--- config.mk ---
export PLATFORM = sky130hd
export DESIGN_NAME = float_add_scheduler_flat
export DESIGN_NICKNAME = d
export VERILOG_FILES = /design/src/rtl/float_pkg.sv /design/src/rtl/float_add_scheduler_if.sv /design/src/rtl/float_add.sv /design/src/rtl/rr_arb2.sv /design/src/rtl/float_add_scheduler.sv /design/src/flat_wrapper.sv
export SDC_FILE = /design/constraint.sdc
export NUM_CORES = 1
export LEC_CHECK = 0
export ABC_AREA = 0
export CAP_MARGIN = 20
export CORE_UTILIZATION = 53
export CTS_CLUSTER_DIAMETER = 150
export CTS_CLUSTER_SIZE = 8
export DETAILED_ROUTE_END_ITERATION = 7
export HOLD_SLACK_MARGIN = 0.05
export PLACE_DENSITY = 0.86
export RECOVER_POWER = 100
export SLEW_MARGIN = 30
export SYNTH_ARGS = -nofsm -noshare
export SYNTH_HDL_FRONTEND = slang
export SYNTH_HIERARCHICAL = 1
export SYNTH_SLANG_ARGS = --single-unit
--- constraint.sdc ---
create_clock -name clk -period 9.1 [get_ports clk]
set_input_delay 0.91 -clock clk [delete_from_list [all_inputs] [get_ports clk]]
set_output_delay 0.91 -clock clk [all_outputs]
set_load 0.005 [all_outputs]
--- src/rtl/float_pkg.sv ---
// Shared widths and scheduler state encoding for the 8-bit float adder datapath.
package float_pkg;
    localparam int FLOAT_W = 8;
    localparam int EXP_W   = 3;
    localparam int MANT_W  = 5;

    typedef enum logic [1:0] {
        S_IDLE = 2'd0,
        S_BUSY = 2'd1,
        S_RESP = 2'd2
    } state_e;
endpackage

--- src/rtl/float_add_scheduler_if.sv ---
// Operand and result handshake bundle for the two requesters of the shared adder.
interface float_add_scheduler_if;
    import float_pkg::*;

    logic               req0_valid, req0_ready;
    logic [FLOAT_W-1:0] req0_a, req0_b;
    logic               req1_valid, req1_ready;
    logic [FLOAT_W-1:0] req1_a, req1_b;
    logic               res0_valid, res0_ready;
    logic [FLOAT_W-1:0] res0_data;
    logic               res1_valid, res1_ready;
    logic [FLOAT_W-1:0] res1_data;

    modport master (
        output req0_valid, req0_a, req0_b, req1_valid, req1_a, req1_b,
        output res0_ready, res1_ready,
        input  req0_ready, req1_ready, res0_valid, res0_data, res1_valid, res1_data
    );

    modport slave (
        input  req0_valid, req0_a, req0_b, req1_valid, req1_a, req1_b,
        input  res0_ready, res1_ready,
        output req0_ready, req1_ready, res0_valid, res0_data, res1_valid, res1_data
    );
endinterface

--- src/rtl/float_add.sv ---
// Combinational 8-bit float add: align to the larger exponent (truncating), add,
// renormalise one place on mantissa carry; saturates to all-ones past the top exponent.
module float_add
    import float_pkg::*;
(
    input  logic [FLOAT_W-1:0] aIn,
    input  logic [FLOAT_W-1:0] bIn,
    output logic [FLOAT_W-1:0] result
);
    logic [EXP_W-1:0]  e_big, e_small, diff;
    logic [MANT_W-1:0] m_big, m_small, m_shift;
    logic [MANT_W:0]   m_sum;
    logic [EXP_W:0]    e_inc;

    always_comb begin
        if (aIn[FLOAT_W-1 -: EXP_W] >= bIn[FLOAT_W-1 -: EXP_W]) begin
            e_big   = aIn[FLOAT_W-1 -: EXP_W];
            m_big   = aIn[MANT_W-1:0];
            e_small = bIn[FLOAT_W-1 -: EXP_W];
            m_small = bIn[MANT_W-1:0];
        end else begin
            e_big   = bIn[FLOAT_W-1 -: EXP_W];
            m_big   = bIn[MANT_W-1:0];
            e_small = aIn[FLOAT_W-1 -: EXP_W];
            m_small = aIn[MANT_W-1:0];
        end
        diff    = e_big - e_small;
        m_shift = m_small >> diff;
        m_sum   = {1'b0, m_big} + {1'b0, m_shift};
        e_inc   = {1'b0, e_big} + {{EXP_W{1'b0}}, 1'b1};
        if (!m_sum[MANT_W])
            result = {e_big, m_sum[MANT_W-1:0]};
        else if (e_inc[EXP_W])
            result = {FLOAT_W{1'b1}};
        else
            result = {e_inc[EXP_W-1:0], m_sum[MANT_W:1]};
    end
endmodule

--- src/rtl/rr_arb2.sv ---
// Two-way round-robin grant: a lone request wins, contention goes to the one not granted last.
module rr_arb2 (
    input  logic [1:0] req_i,
    input  logic       last_grant_i,
    output logic [1:0] gnt_o
);
    always_comb begin
        gnt_o = req_i;
        if (&req_i)
            gnt_o = last_grant_i ? 2'b01 : 2'b10;
    end
endmodule

--- src/rtl/float_add_scheduler.sv ---
// Time-shares one float_add between two requesters: grant, settle one cycle, hold the
// registered sum on the winner's result port until it is taken.
module float_add_scheduler
    import float_pkg::*;
(
    input  logic clk,
    input  logic reset,
    float_add_scheduler_if.slave bus
);
    state_e             state_q, state_d;
    logic               last_grant_q, last_grant_d;
    logic               owner_q, owner_d;
    logic [FLOAT_W-1:0] a_q, a_d, b_q, b_d, sum_q, sum_d;
    logic [FLOAT_W-1:0] add_res;
    logic [1:0]         gnt;
    logic               accept, resp0, resp1;

    rr_arb2 u_arb (
        .req_i        ({bus.req1_valid, bus.req0_valid}),
        .last_grant_i (last_grant_q),
        .gnt_o        (gnt)
    );

    float_add u_add (
        .aIn    (a_q),
        .bIn    (b_q),
        .result (add_res)
    );

    // Ready is masked while reset is high, since that edge drops any accepted operands.
    assign accept         = (state_q == S_IDLE) && !reset;
    assign bus.req0_ready = accept && gnt[0];
    assign bus.req1_ready = accept && gnt[1];

    assign resp0          = (state_q == S_RESP) && !owner_q;
    assign resp1          = (state_q == S_RESP) &&  owner_q;
    assign bus.res0_valid = resp0;
    assign bus.res1_valid = resp1;
    assign bus.res0_data  = resp0 ? sum_q : '0;
    assign bus.res1_data  = resp1 ? sum_q : '0;

    always_ff @(posedge clk) begin
        if (reset) begin
            state_q      <= S_IDLE;
            last_grant_q <= 1'b1;
            owner_q      <= 1'b0;
            a_q          <= '0;
            b_q          <= '0;
            sum_q        <= '0;
        end else begin
            state_q      <= state_d;
            last_grant_q <= last_grant_d;
            owner_q      <= owner_d;
            a_q          <= a_d;
            b_q          <= b_d;
            sum_q        <= sum_d;
        end
    end

    always_comb begin
        state_d      = state_q;
        last_grant_d = last_grant_q;
        owner_d      = owner_q;
        a_d          = a_q;
        b_d          = b_q;
        sum_d        = sum_q;
        case (state_q)
            S_IDLE: begin
                if (|gnt) begin
                    owner_d      = gnt[1];
                    last_grant_d = gnt[1];
                    a_d          = gnt[1] ? bus.req1_a : bus.req0_a;
                    b_d          = gnt[1] ? bus.req1_b : bus.req0_b;
                    state_d      = S_BUSY;
                end
            end
            S_BUSY: begin
                sum_d   = add_res;
                state_d = S_RESP;
            end
            S_RESP: begin
                if (owner_q ? bus.res1_ready : bus.res0_ready)
                    state_d = S_IDLE;
            end
            default: state_d = S_IDLE;
        endcase
    end
endmodule
--- src/flat_wrapper.sv ---
// flat-port wrapper written by rule: the top's interface ports become plain ports
module float_add_scheduler_flat import float_pkg::*;
  (clk, reset, bus_req0_valid, bus_req0_a, bus_req0_b, bus_req1_valid, bus_req1_a, bus_req1_b, bus_res0_ready, bus_res1_ready, bus_req0_ready, bus_req1_ready, bus_res0_valid, bus_res0_data, bus_res1_valid, bus_res1_data);
  float_add_scheduler_if bus_i ();
  input  logic clk;
  input  logic reset;
  input wire logic [$bits(bus_i.req0_valid)-1:0] bus_req0_valid;
  input wire logic [$bits(bus_i.req0_a)-1:0] bus_req0_a;
  input wire logic [$bits(bus_i.req0_b)-1:0] bus_req0_b;
  input wire logic [$bits(bus_i.req1_valid)-1:0] bus_req1_valid;
  input wire logic [$bits(bus_i.req1_a)-1:0] bus_req1_a;
  input wire logic [$bits(bus_i.req1_b)-1:0] bus_req1_b;
  input wire logic [$bits(bus_i.res0_ready)-1:0] bus_res0_ready;
  input wire logic [$bits(bus_i.res1_ready)-1:0] bus_res1_ready;
  output wire logic [$bits(bus_i.req0_ready)-1:0] bus_req0_ready;
  output wire logic [$bits(bus_i.req1_ready)-1:0] bus_req1_ready;
  output wire logic [$bits(bus_i.res0_valid)-1:0] bus_res0_valid;
  output wire logic [$bits(bus_i.res0_data)-1:0] bus_res0_data;
  output wire logic [$bits(bus_i.res1_valid)-1:0] bus_res1_valid;
  output wire logic [$bits(bus_i.res1_data)-1:0] bus_res1_data;
  assign bus_i.req0_valid = bus_req0_valid;
  assign bus_i.req0_a = bus_req0_a;
  assign bus_i.req0_b = bus_req0_b;
  assign bus_i.req1_valid = bus_req1_valid;
  assign bus_i.req1_a = bus_req1_a;
  assign bus_i.req1_b = bus_req1_b;
  assign bus_i.res0_ready = bus_res0_ready;
  assign bus_i.res1_ready = bus_res1_ready;
  assign bus_req0_ready = bus_i.req0_ready;
  assign bus_req1_ready = bus_i.req1_ready;
  assign bus_res0_valid = bus_i.res0_valid;
  assign bus_res0_data = bus_i.res0_data;
  assign bus_res1_valid = bus_i.res1_valid;
  assign bus_res1_data = bus_i.res1_data;
  float_add_scheduler u_core (.clk(clk), .reset(reset), .bus(bus_i));
endmodule
==> impl_metrics.ini <==
[sta]
tns_ns = 0
finClkSkew_ns = 0.001539
rsz0062_at_grt = false
fmax_ghz = 0.1853
relSlewSlack_pct = 5.056
worst_slack_ns = 3.703
tightestPinTransition_ns = 1.424
post-route-period-util_pct = 59.31
finalHoldViolations = 0
drv_slew = 0
min_period_ns = 5.397
setup_viol = 0

[setup_path]
end_kind = register
cp_slowest_stage_delay_ns = 0.97
cp_max_fo = 19
critical_path_class = register to register
cp_data_required_time_ns = 9.30
cp_slowest_cell = a211oi_1
cp_common_cell = ha_1
cp-startpoint = u_core/a_q[5]$_SDFFE_PP0P_
crit_buf_inv = 1
startpoint_type = register
r2r-start = u_core/a_q[5]$_SDFFE_PP0P_
crit_family = compound AO/OA/AOI/OAI gates
cp.arrival_ns = 5.59
path_cells = inv_1 -> ha_1 -> nand2b_1 -> a31o_1 -> and3_1 -> a21oi_1 -> ha_1 -> nand2b_1 -> o41ai_1 -> a311oi_1 -> nand3b_1 -> nor3_1 -> ha_1 -> and3_1 -> a211oi_1 -> nor2_1 -> mux2i_1 -> a2bb2oi_1 -> nand2_1 -> a21oi_1

[final_layout]
layout_common_cells = 50 x clkdlybuf4s50_1, 33 x a21oi_1, 28 x dfxtp_1, 23 x nand2_1, 23 x mux2i_1
layout_commonest_cell = clkdlybuf4s50_1
syn_to_final_growth_pct = 24.81
drive_gt1_share_pct = 5.921
stdcell_count = 354
finalInstanceArea_sq_mm = 0.002820
finalNetCount = 354
diodes = 0

[route]
routedWlPerCell_um = 13.88
vias = 2029
drc = 0
ant_nets = 0
vias_per_cell = 5.732
dr.first_iter.drc_count = 106
routed_wl_um = 4912
firstDrtPassIters = 4

[pwr]
p_leak_nw = 1.136
power.switching_mw = 0.1863
pwr-share-seq_pct = 30.8
peakVddDrop_mv = 0.1104
powerDensity_mw_per_mm2 = 179.0
p_int_mw = 0.3186
p_total_mw = 0.5049
clockPowerShare_pct = 19.6
switching_share_pct = 36.89
p_comb_share_pct = 49.6

[clock_tree]
hold_buffers = 0
cts_buffers = 3
cts_resized = 0
clk_pin_slew_ns = 0.10
h-tree-depth = 1
insertion_delay_ns = 0.28
root_buffer = clkbuf_8
clock-sinks = 28
cts_buffer_depth = 2
post_cts_buffers = 0
cts_tree = yes

[placed_design]
dpl.hpwl_um = 3790
dp_cells = 350
port-buffer-count = 57
gp_congestion = 0.9245
place_area_sq_mm = 0.002805
pre_cts_slack_ns = 4.378

[yosys]
synth_enable_flop_cells = 0
avgSynthCellArea_sq_um = 8.758
synthTopCellsByArea = dfxtp_1 25%, mux2i_1 10%, a21oi_1 7.3%
ys_seq_area_share_pct = 24.81
yosys_warnings = 6
async_flop_share_pct = 0
ys_seq_elements = 28
ys_types = 52
syn_area_sq_mm = 0.002260
synth_area_leader_cell = dfxtp_1
synthFlopType = dfxtp_1
netlist_instances = 258
syn_nets = 307
synth_top_cell_area_share_pct = 24.81

[grt]
antenna_found_initial = 0
use_met2_pct = 42.13
grt_pass1_vias = 1843
gr-usage-met1_pct = 30.40
grt_max_degree = 31
use_met3_pct = 2.703
grt-ovfl-total = 0
grt_pass1_wl_um = 8280
top_usage_layer = met2
grt.total_usage_pct = 24.05

[floorplan]
num_rows = 23
design.die.area_sq_mm = 0.004529
start_util_pct = 55.69
boundaryPins = 58
coreArea_sq_mm = 0.004058
die_w_um = 67.30
die_height_um = 67.30

[run_status]
status = complete, no violations

[hold_path]
holdCritPathClass = register to register
hp-start = u_core/sum_q[4]$_SDFFE_PP0N_

[job]
maxCapViolCount = 0
cell usage after synthesis (all sizes together) (5+ instances only):
cell    instances
a211oi         17
inv            12
clkbuf          8
nor3            5
buf             9
ha             10
mux2            6
and2           17
nor2b           5
dfxtp          28
nand2          23
a21oi          33
nor2            6
nand2b          8
mux2i          23
metal layers:
metal / wire (um) / vias to the layer above
li1: - / 1033
met1: 2246 / 935
met2: 2410 / 53
met3: 183 / 8
met4: 72 / 0
met5: 0 / -
area by class of cell:
| class | instances | area (sq um) |
|---|---|---|
| tap | 50 | 62.56 |
| clock inverter | 1 | 30.03 |
| multi-input combinational | 201 | 1503 |
| fill | 319 | 1237 |
| clock buffer | 3 | 41.29 |
| sequential | 28 | 560.5 |
| inverter | 12 | 45.04 |
| timing repair buffer | 59 | 578.1 |
final timing paths:
check | to | cells past startpoint | slack, ns
min | u_core/sum_q[4]$_SDFFE_PP0N_ | 2 | 0.47
max | u_core/sum_q[7]$_SDFFE_PP0N_ | 20 | 3.70
min reg2reg | u_core/sum_q[4]$_SDFFE_PP0N_ | 2 | 0.47
max reg2reg | u_core/sum_q[7]$_SDFFE_PP0N_ | 20 | 3.70
flip-flops by register name (all words and copies together) (netlist names):
register,cells
u_core/state_q,2
u_core/last_grant_q,1
u_core/a_q,8
u_core/b_q,8
u_core/sum_q,8
u_core/owner_q,1
per-stage QoR:
stage | hold WS (ns) | utilization (%)
final | 0.4673 | 69.50
after global routing | 0.5031 | 69.50
after CTS | 0.4659 | 70.89
after detailed placement | 0.4523 | 69.13
after global placement | 0.4492 | 69.01
after floorplan | 0.4401 | -
tightest hold or removal path: stages, from the launching register on:
cell and delay, ns:
dfxtp_1 0.33, nand2_1 0.05, a21oi_1 0.05
kinds of logic after synthesis:
kind of cell / count (synthesis) / synth area share [%]
flip-flops: 28 / 24.81
adder cells (fa/ha/maj): 11 / 6.423
AND/OR/NAND/NOR: 84 / 20.60
XOR/XNOR: 3 / 1.163
buffers and inverters: 29 / 6.921
multiplexers: 33 / 17.66
AO/OA/AOI/OAI: 70 / 22.43
power groups by stage:
stage | Sequential [mW] | Combinational [mW] | Clock, mW
after floorplan | 0.152 | 0.211 | 0
after global placement | 0.157 | 0.248 | 0
after global routing | 0.158 | 0.280 | 0.104
after CTS | 0.156 | 0.258 | 0.0996
final | 0.156 | 0.250 | 0.0989
after detailed placement | 0.158 | 0.256 | 0
Note: power is estimated with default switching activity, not from simulation.
